==> src/rtl/inst_cache_pkg.sv <==
// Shared types and address-field width helpers for the direct-mapped instruction cache.
package inst_cache_pkg;

  typedef enum logic [2:0] {
    IDLE      = 3'd0,
    LOOKUP    = 3'd1,
    FILL_REQ  = 3'd2,
    FILL_WAIT = 3'd3,
    FILL_NEXT = 3'd4,
    DONE      = 3'd5
  } state_t;

  function automatic int offset_width(input int line_words);
    return $clog2(line_words);
  endfunction

  function automatic int index_width(input int depth);
    return $clog2(depth);
  endfunction

  function automatic int tag_width(input int addr_size, input int line_words, input int depth);
    return addr_size - 2 - $clog2(line_words) - $clog2(depth);
  endfunction

endpackage

==> src/rtl/instruction_cache_array.sv <==
// Line storage: word-writable data array with whole-line combinational read, plus tag/valid state.
module instruction_cache_array
  import inst_cache_pkg::*;
#(
  parameter int ADDR_SIZE  = 32,
  parameter int LINE_WORDS = 4,
  parameter int DEPTH      = 16
) (
  input  logic                                               clock,
  input  logic                                               reset,
  input  logic                                               flush,
  input  logic                                               invalidate,
  input  logic [index_width(DEPTH)-1:0]                      index,
  input  logic [offset_width(LINE_WORDS)-1:0]                word,
  input  logic [31:0]                                        wdata,
  input  logic                                               we,
  input  logic                                               tag_we,
  input  logic [tag_width(ADDR_SIZE, LINE_WORDS, DEPTH)-1:0] tag_in,
  output logic [LINE_WORDS*32-1:0]                           line,
  output logic [tag_width(ADDR_SIZE, LINE_WORDS, DEPTH)-1:0] line_tag,
  output logic                                               line_valid
);

  localparam int TAG_W = tag_width(ADDR_SIZE, LINE_WORDS, DEPTH);

  logic [31:0]      mem [DEPTH][LINE_WORDS];
  logic [TAG_W-1:0] tags [DEPTH];
  logic [DEPTH-1:0] valid;

  always_ff @(posedge clock) begin
    if (we) mem[index][word] <= wdata;
  end

  always_ff @(posedge clock) begin
    if (tag_we) tags[index] <= tag_in;
  end

  // Flush beats everything; invalidate marks a line as mid-fill so it cannot hit.
  always_ff @(posedge clock or posedge reset) begin
    if (reset) begin
      valid <= '0;
    end else if (flush) begin
      valid <= '0;
    end else if (invalidate) begin
      valid[index] <= 1'b0;
    end else if (tag_we) begin
      valid[index] <= 1'b1;
    end
  end

  always_comb begin
    line = '0;
    for (int w = 0; w < LINE_WORDS; w++) begin
      line[w*32 +: 32] = mem[index][w];
    end
  end

  assign line_tag   = tags[index];
  assign line_valid = valid[index];

endmodule

==> src/rtl/instruction_cache.sv <==
// Direct-mapped read-only instruction cache between the memory controller and the instruction ROM.
module instruction_cache
  import inst_cache_pkg::*;
#(
  parameter int ADDR_SIZE  = 32,
  parameter int LINE_WORDS = 4,
  parameter int DEPTH      = 16
) (
  input  logic                 clock,
  input  logic                 reset,
  input  logic                 inst_cache_enable,
  input  logic [ADDR_SIZE-1:0] inst_cache_addr,
  input  logic                 inst_cache_flush,
  output logic [31:0]          inst_cache_data,
  output logic                 inst_cache_busy,
  output logic                 rom_enable,
  output logic [ADDR_SIZE-1:0] rom_addr,
  input  logic [31:0]          rom_data,
  input  logic                 rom_busy
);

  localparam int OFF_W = offset_width(LINE_WORDS);
  localparam int IDX_W = index_width(DEPTH);
  localparam int TAG_W = tag_width(ADDR_SIZE, LINE_WORDS, DEPTH);

  state_t               state;
  logic [ADDR_SIZE-1:0] req_addr;
  logic [OFF_W-1:0]     count;
  logic                 flush_pending;

  logic [TAG_W-1:0]        req_tag;
  logic [IDX_W-1:0]        req_index;
  logic [OFF_W-1:0]        req_off;
  logic [LINE_WORDS*32-1:0] line;
  logic [TAG_W-1:0]        line_tag;
  logic                    line_valid;
  logic                    hit;
  logic [31:0]             hit_word;
  logic                    fill_we;
  logic                    fill_last;
  logic                    tag_we;
  logic                    invalidate;
  logic                    flush_now;
  logic                    byte_bits_unused;

  assign req_tag          = req_addr[ADDR_SIZE-1 -: TAG_W];
  assign req_index        = req_addr[2+OFF_W +: IDX_W];
  assign req_off          = req_addr[2 +: OFF_W];
  assign byte_bits_unused = ^req_addr[1:0];

  assign hit        = line_valid && (line_tag == req_tag);
  assign fill_we    = (state == FILL_WAIT) && !rom_busy;
  assign fill_last  = (count == OFF_W'(LINE_WORDS - 1));
  assign tag_we     = fill_we && fill_last;
  assign invalidate = (state == LOOKUP) && !hit;
  assign flush_now  = (state == IDLE) && (inst_cache_flush || flush_pending);

  always_comb begin
    hit_word = '0;
    for (int w = 0; w < LINE_WORDS; w++) begin
      if (req_off == OFF_W'(w)) hit_word = line[w*32 +: 32];
    end
  end

  instruction_cache_array #(
    .ADDR_SIZE (ADDR_SIZE),
    .LINE_WORDS(LINE_WORDS),
    .DEPTH     (DEPTH)
  ) u_array (
    .clock     (clock),
    .reset     (reset),
    .flush     (flush_now),
    .invalidate(invalidate),
    .index     (req_index),
    .word      (count),
    .wdata     (rom_data),
    .we        (fill_we),
    .tag_we    (tag_we),
    .tag_in    (req_tag),
    .line      (line),
    .line_tag  (line_tag),
    .line_valid(line_valid)
  );

  always_ff @(posedge clock or posedge reset) begin
    if (reset) begin
      state           <= IDLE;
      req_addr        <= '0;
      count           <= '0;
      flush_pending   <= 1'b0;
      inst_cache_busy <= 1'b0;
      inst_cache_data <= '0;
      rom_enable      <= 1'b0;
      rom_addr        <= '0;
    end else begin
      // A flush seen while busy is held until the FSM is back in IDLE.
      if (state != IDLE && inst_cache_flush) flush_pending <= 1'b1;
      case (state)
        IDLE: begin
          flush_pending <= 1'b0;
          if (inst_cache_enable) begin
            req_addr        <= inst_cache_addr;
            inst_cache_busy <= 1'b1;
            state           <= LOOKUP;
          end
        end
        LOOKUP: begin
          if (hit) begin
            inst_cache_data <= hit_word;
            inst_cache_busy <= 1'b0;
            state           <= DONE;
          end else begin
            count      <= '0;
            rom_enable <= 1'b1;
            rom_addr   <= {req_tag, req_index, {OFF_W{1'b0}}, 2'b00};
            state      <= FILL_REQ;
          end
        end
        FILL_REQ: begin
          if (rom_busy) state <= FILL_WAIT;
        end
        FILL_WAIT: begin
          if (!rom_busy) begin
            if (count == req_off) inst_cache_data <= rom_data;
            rom_enable <= 1'b0;
            if (fill_last) begin
              inst_cache_busy <= 1'b0;
              state           <= DONE;
            end else begin
              count <= count + 1'b1;
              state <= FILL_NEXT;
            end
          end
        end
        FILL_NEXT: begin
          rom_enable <= 1'b1;
          rom_addr   <= {req_tag, req_index, count, 2'b00};
          state      <= FILL_REQ;
        end
        DONE: begin
          state <= IDLE;
        end
        default: begin
          state <= IDLE;
        end
      endcase
    end
  end

endmodule
==> config.mk <==
export PLATFORM = sky130hd
export DESIGN_NAME = instruction_cache
export DESIGN_NICKNAME = d
export VERILOG_FILES = /design/src/rtl/inst_cache_pkg.sv /design/src/rtl/instruction_cache_array.sv /design/src/rtl/instruction_cache.sv
export SDC_FILE = /design/constraint.sdc
export NUM_CORES = 2
export LEC_CHECK = 0
export BUFFER_PORTS_ARGS = -buffer_cell sky130_fd_sc_hd__clkbuf_2
export CAP_MARGIN = 10
export CORE_UTILIZATION = 67
export DETAILED_ROUTE_END_ITERATION = 7
export GPL_TIMING_DRIVEN = 0
export HOLD_SLACK_MARGIN = 0.03
export PLACE_DENSITY = 0.83
export SLEW_MARGIN = 5
export SYNTH_ARGS = -nofsm -noshare
export SYNTH_HDL_FRONTEND = slang
export SYNTH_SLANG_ARGS = --single-unit
==> constraint.sdc <==
create_clock -name clock -period 14.3 [get_ports clock]
set_input_delay 0.715 -clock clock [delete_from_list [all_inputs] [get_ports clock]]
set_output_delay 0.715 -clock clock [all_outputs]
set_load 0.01 [all_outputs]
==> results.py <==
metrics = {
    "final_layout": {
        "fin_nets": 5172,
        "area_growth_pct": 13.7,
        "drive_gt1_share_pct": 26.1,
        "final_core_util_pct": 77.0,
        "fillers": 6792,
    },
    "synthesis": {
        "synthCells": 4621,
        "synth_edf_count": 2432,
        "ys_seq_elements": 2548,
        "synth_area_mm2": 0.0988,
        "async_reset_ff_share_pct": 4.55,
        "ys_seq_area_share_pct": 76.9,
        "synth-simple-area-share_pct": 2.27,
        "yosys-mux-area-fraction_pct": 16.7,
        "yosysTopAreaCell": "edfxtp_1",
        "synthAdderAreaFrac_pct": 0.0507,
        "synthTopCellsByCount": "2432 x edfxtp_1, 574 x mux4_2, 272 x mux2i_1, 148 x nand2_1, 123 x clkbuf_1",
        "yosysMostFrequentCell": "edfxtp_1",
        "synth_cell_types": 70,
        "avgSynthCellArea_um2": 21.4,
        "synth_top_cells_by_area": "edfxtp_1 74%, mux4_2 13%, dfrtp_1 2.9%",
        "synth_compound_area_share_pct": 2.47,
        "synth_top_family_by_area": "multiplexers",
        "ys.flop_type": "edfxtp_1",
        "synth_xor_area_share_pct": 0.248,
        "synth_top_area_share_pct": 73.9,
        "ys.warnings.count": 0,
    },
    "floorplanning": {
        "io_pins": 135,
        "core-area_mm2": 0.146,
        "start_util_pct": 67.7,
        "die_area_mm2": 0.149,
        "die_w_um": 386,
        "core.rowCount": 140,
        "die_h_um": 386,
    },
    "setup_path": {
        "critPathMaxFanout": 10,
        "critical_path_class": "flip-flop to flip-flop",
        "cp-end-kind": "flip-flop",
        "cpMaxStageDelayCell": "nor3_1",
        "worst_path_largest_cell_delay_ps": 1330,
        "cp-start-kind": "flip-flop",
        "cp_data_arrival_time_ps": 7880,
        "crit_chain": "buf_6 -> buf_6 -> buf_6 -> buf_2 -> buf_2 -> buf_2 -> clkbuf_1 -> buf_1 -> mux4_2 -> a22oi_1 -> nand4_1 -> nor3_1 -> a211oi_1 -> a21oi_1 -> mux2i_1",
        "worstPathRequired_ps": 15080,
        "r2r_slack_ps": 7200,
    },
    "drt": {
        "viasPerCell": 7.71,
        "wl_per_cell_um": 41.3,
        "drc": 91,
        "dr.pass1.iters": 8,
        "ant_nets": 0,
        "vias": 55700,
        "drt_wl_total_um": 298000,
        "drtIter0Drc": 10600,
    },
    "global_routing": {
        "grt_pass1_wl_um": 412000,
        "globalRouteOverflowTotal": 0,
        "grt_use_total_pct": 40.7,
        "antenna_found_initial": 21,
        "grt_max_degree": 66,
        "grt_pass1_vias": 55500,
    },
    "timing": {
        "max_freq_mhz": 141,
        "setup_viol": 0,
        "rsz0062_at_grt": "false",
        "tightest_slew_ps": 1700,
        "setup_tns_ps": 0,
        "slew_headroom_pct": -14.5,
        "final.min_clock_period_ps": 7100,
        "holdWs_ps": 62.0,
        "post-route-period-util_pct": 49.7,
        "finClkSkew_ps": 60.4,
        "slew_viol_final": 6,
        "finalHoldViolCount": 0,
    },
    "power_and_ir_drop": {
        "peakVddDrop_mv": 0.209,
        "p_leak_nw": 36.1,
        "power_mw": 22.5,
        "power.density_mw_per_mm2": 201,
    },
    "clock_network": {
        "cts.sinks": 2548,
        "cts_root_buf": "clkbuf_16",
        "clk_latency_ps": 910,
        "numCtsBuffers": 230,
        "clockBufferDepth": 3,
        "cts_tree": "yes",
        "clkTransAtPathRegs_ps": 70,
        "htree_levels": 4,
        "cts_post_setup_buffers_inserted": 0,
    },
    "status": {
        "violations": "DRC, capacitance limit, slew limit",
        "status": "complete, but fails checks",
    },
    "placed_design": {
        "hpwl_um": 176000,
        "globalplace.congestion": 1.03,
        "io_buffers": 130,
    },
    "hold_path": {
        "hold_path.class": "primary input to flip-flop",
    },
    "job": {
        "drv_cap": 4,
    },
}
area by class of cell:
| cell class | count | area, um2 | area share (%) |
|---|---|---|---|
| repair buffers | 245 | 3020 | 2.69 |
| inverters | 43 | 166 | 0.148 |
| diodes | 16 | 40.0 | 0.0357 |
| clock buffers | 291 | 6090 | 5.43 |
| multi-input cells | 1769 | 22000 | 19.6 |
| flip-flops and latches | 2548 | 75900 | 67.6 |
| plain buffers | 262 | 1230 | 1.10 |
| clock inverters | 134 | 1420 | 1.26 |
| well taps | 1917 | 2400 | 2.14 |
power breakdown:
group	internal [mW]	switching [mW]	leakage (nW)
Combinational	2.68	4.68	9.17
Sequential	8.54	0.382	23.2
Clock	3.42	2.82	3.66
Total	14.6	7.88	36.1
cells by family (layout without fill, tap and decap cells):
family	after synthesis	after routing
adder cells (fa/ha/maj)	4	4
other	1	18
AO/OA/AOI/OAI	353	353
multiplexers	910	910
buffers and inverters	305	975
flip-flops	2548	2548
XOR/XNOR	28	28
AND/OR/NAND/NOR	472	472
through the flow:
stage                     area (um2)  worst slack [ps]  std cells
after CTS                     112000              7740       7202
after floorplan                98800              9320       4622
after global placement        102000              4440       6669
after detailed placement      104000              7900       6769
after global routing          112000              7510       7212
final                         112000              7200       7225
critical path: cells and delay by family (launching register included):
kind	cells	cell delay [ps]
and+or+nand+nor	2	1570
AOI/OAI and AO/OA	3	1040
DFF	1	380
muxes	2	540
buffers and inverters	8	3430
registers in the layout, summed over array words and instances, names as in the netlist:
signal and count:
state 3, flush_pending 1, inst_cache_busy 1, u_array.mem 2048, rom_enable 1, u_array.valid 16
u_array.tags 384, inst_cache_data 32, rom_addr 30, req_addr 30, count 2
cells in the final DEF (no fill, tap or decap), types with 15 or more instances in the layout:
cell type and instances:
clkbuf_2 116, inv_1 41, diode_2 16, buf_1 46
a22oi_1 100, clkinv_2 41, dfrtp_1 116, buf_16 22
mux2_4 20, nand4_1 66, bufinv_16 22, a31oi_1 15
clkinv_1 49, mux4_2 574, nand3_1 68, edfxtp_1 2432
a21oi_1 78, clkbuf_1 173, o21ai_0 33, nor2_1 27
buf_12 80, o22ai_1 19, xnor2_1 19, mux2i_1 272
nor3_1 45, nand2_1 148, buf_2 75, nor2_4 64
mux2_2 43, clkbuf_16 230, a211oi_1 38
layer usage:
| layer | part of all wire [%] | GRT usage, % | up-vias | routed length, um |
|---|---|---|---|---|
| met5 | 0.10 | 0.0650 | - | 302 |
| met1 | 30 | 49.8 | 27900 | 90500 |
| met4 | 8.6 | 27.2 | 16 | 25800 |
| li1 | - | - | 20300 | - |
| met2 | 46 | 62.3 | 6121 | 138000 |
| met3 | 15 | 13.7 | 1436 | 44200 |
path summary, 6_finish.rpt:
| check | cells after the start | endpoint | startpoint |
|---|---|---|---|
| setup / recovery | 15 | inst_cache_data[23]$_DFFE_PP0P_ | req_addr[5]$_DFFE_PP0P_ |
| hold / removal | 2 | req_addr[10]$_DFFE_PP0P_ | inst_cache_addr[10] |
| setup reg to reg | 15 | inst_cache_data[23]$_DFFE_PP0P_ | req_addr[5]$_DFFE_PP0P_ |
| hold reg to reg | 1 | rom_addr[28]$_DFFE_PP0P_ | rom_addr[28]$_DFFE_PP0P_ |
| max in group asynchronous | 4 | inst_cache_data[5]$_DFFE_PP0P_ | reset |
| min in group asynchronous | 3 | req_addr[14]$_DFFE_PP0P_ | reset |
repair_timing:
| item | 4_1_cts | 5_1_grt |
|---|---|---|
| endpoints found under the hold margin | 58 | 0 |
| endpoints found under the setup margin | 0 | 0 |
| resized for setup | 0 | 0 |
| hold buffers | 8 | 0 |
Note: power is estimated with default switching activity, not from simulation.
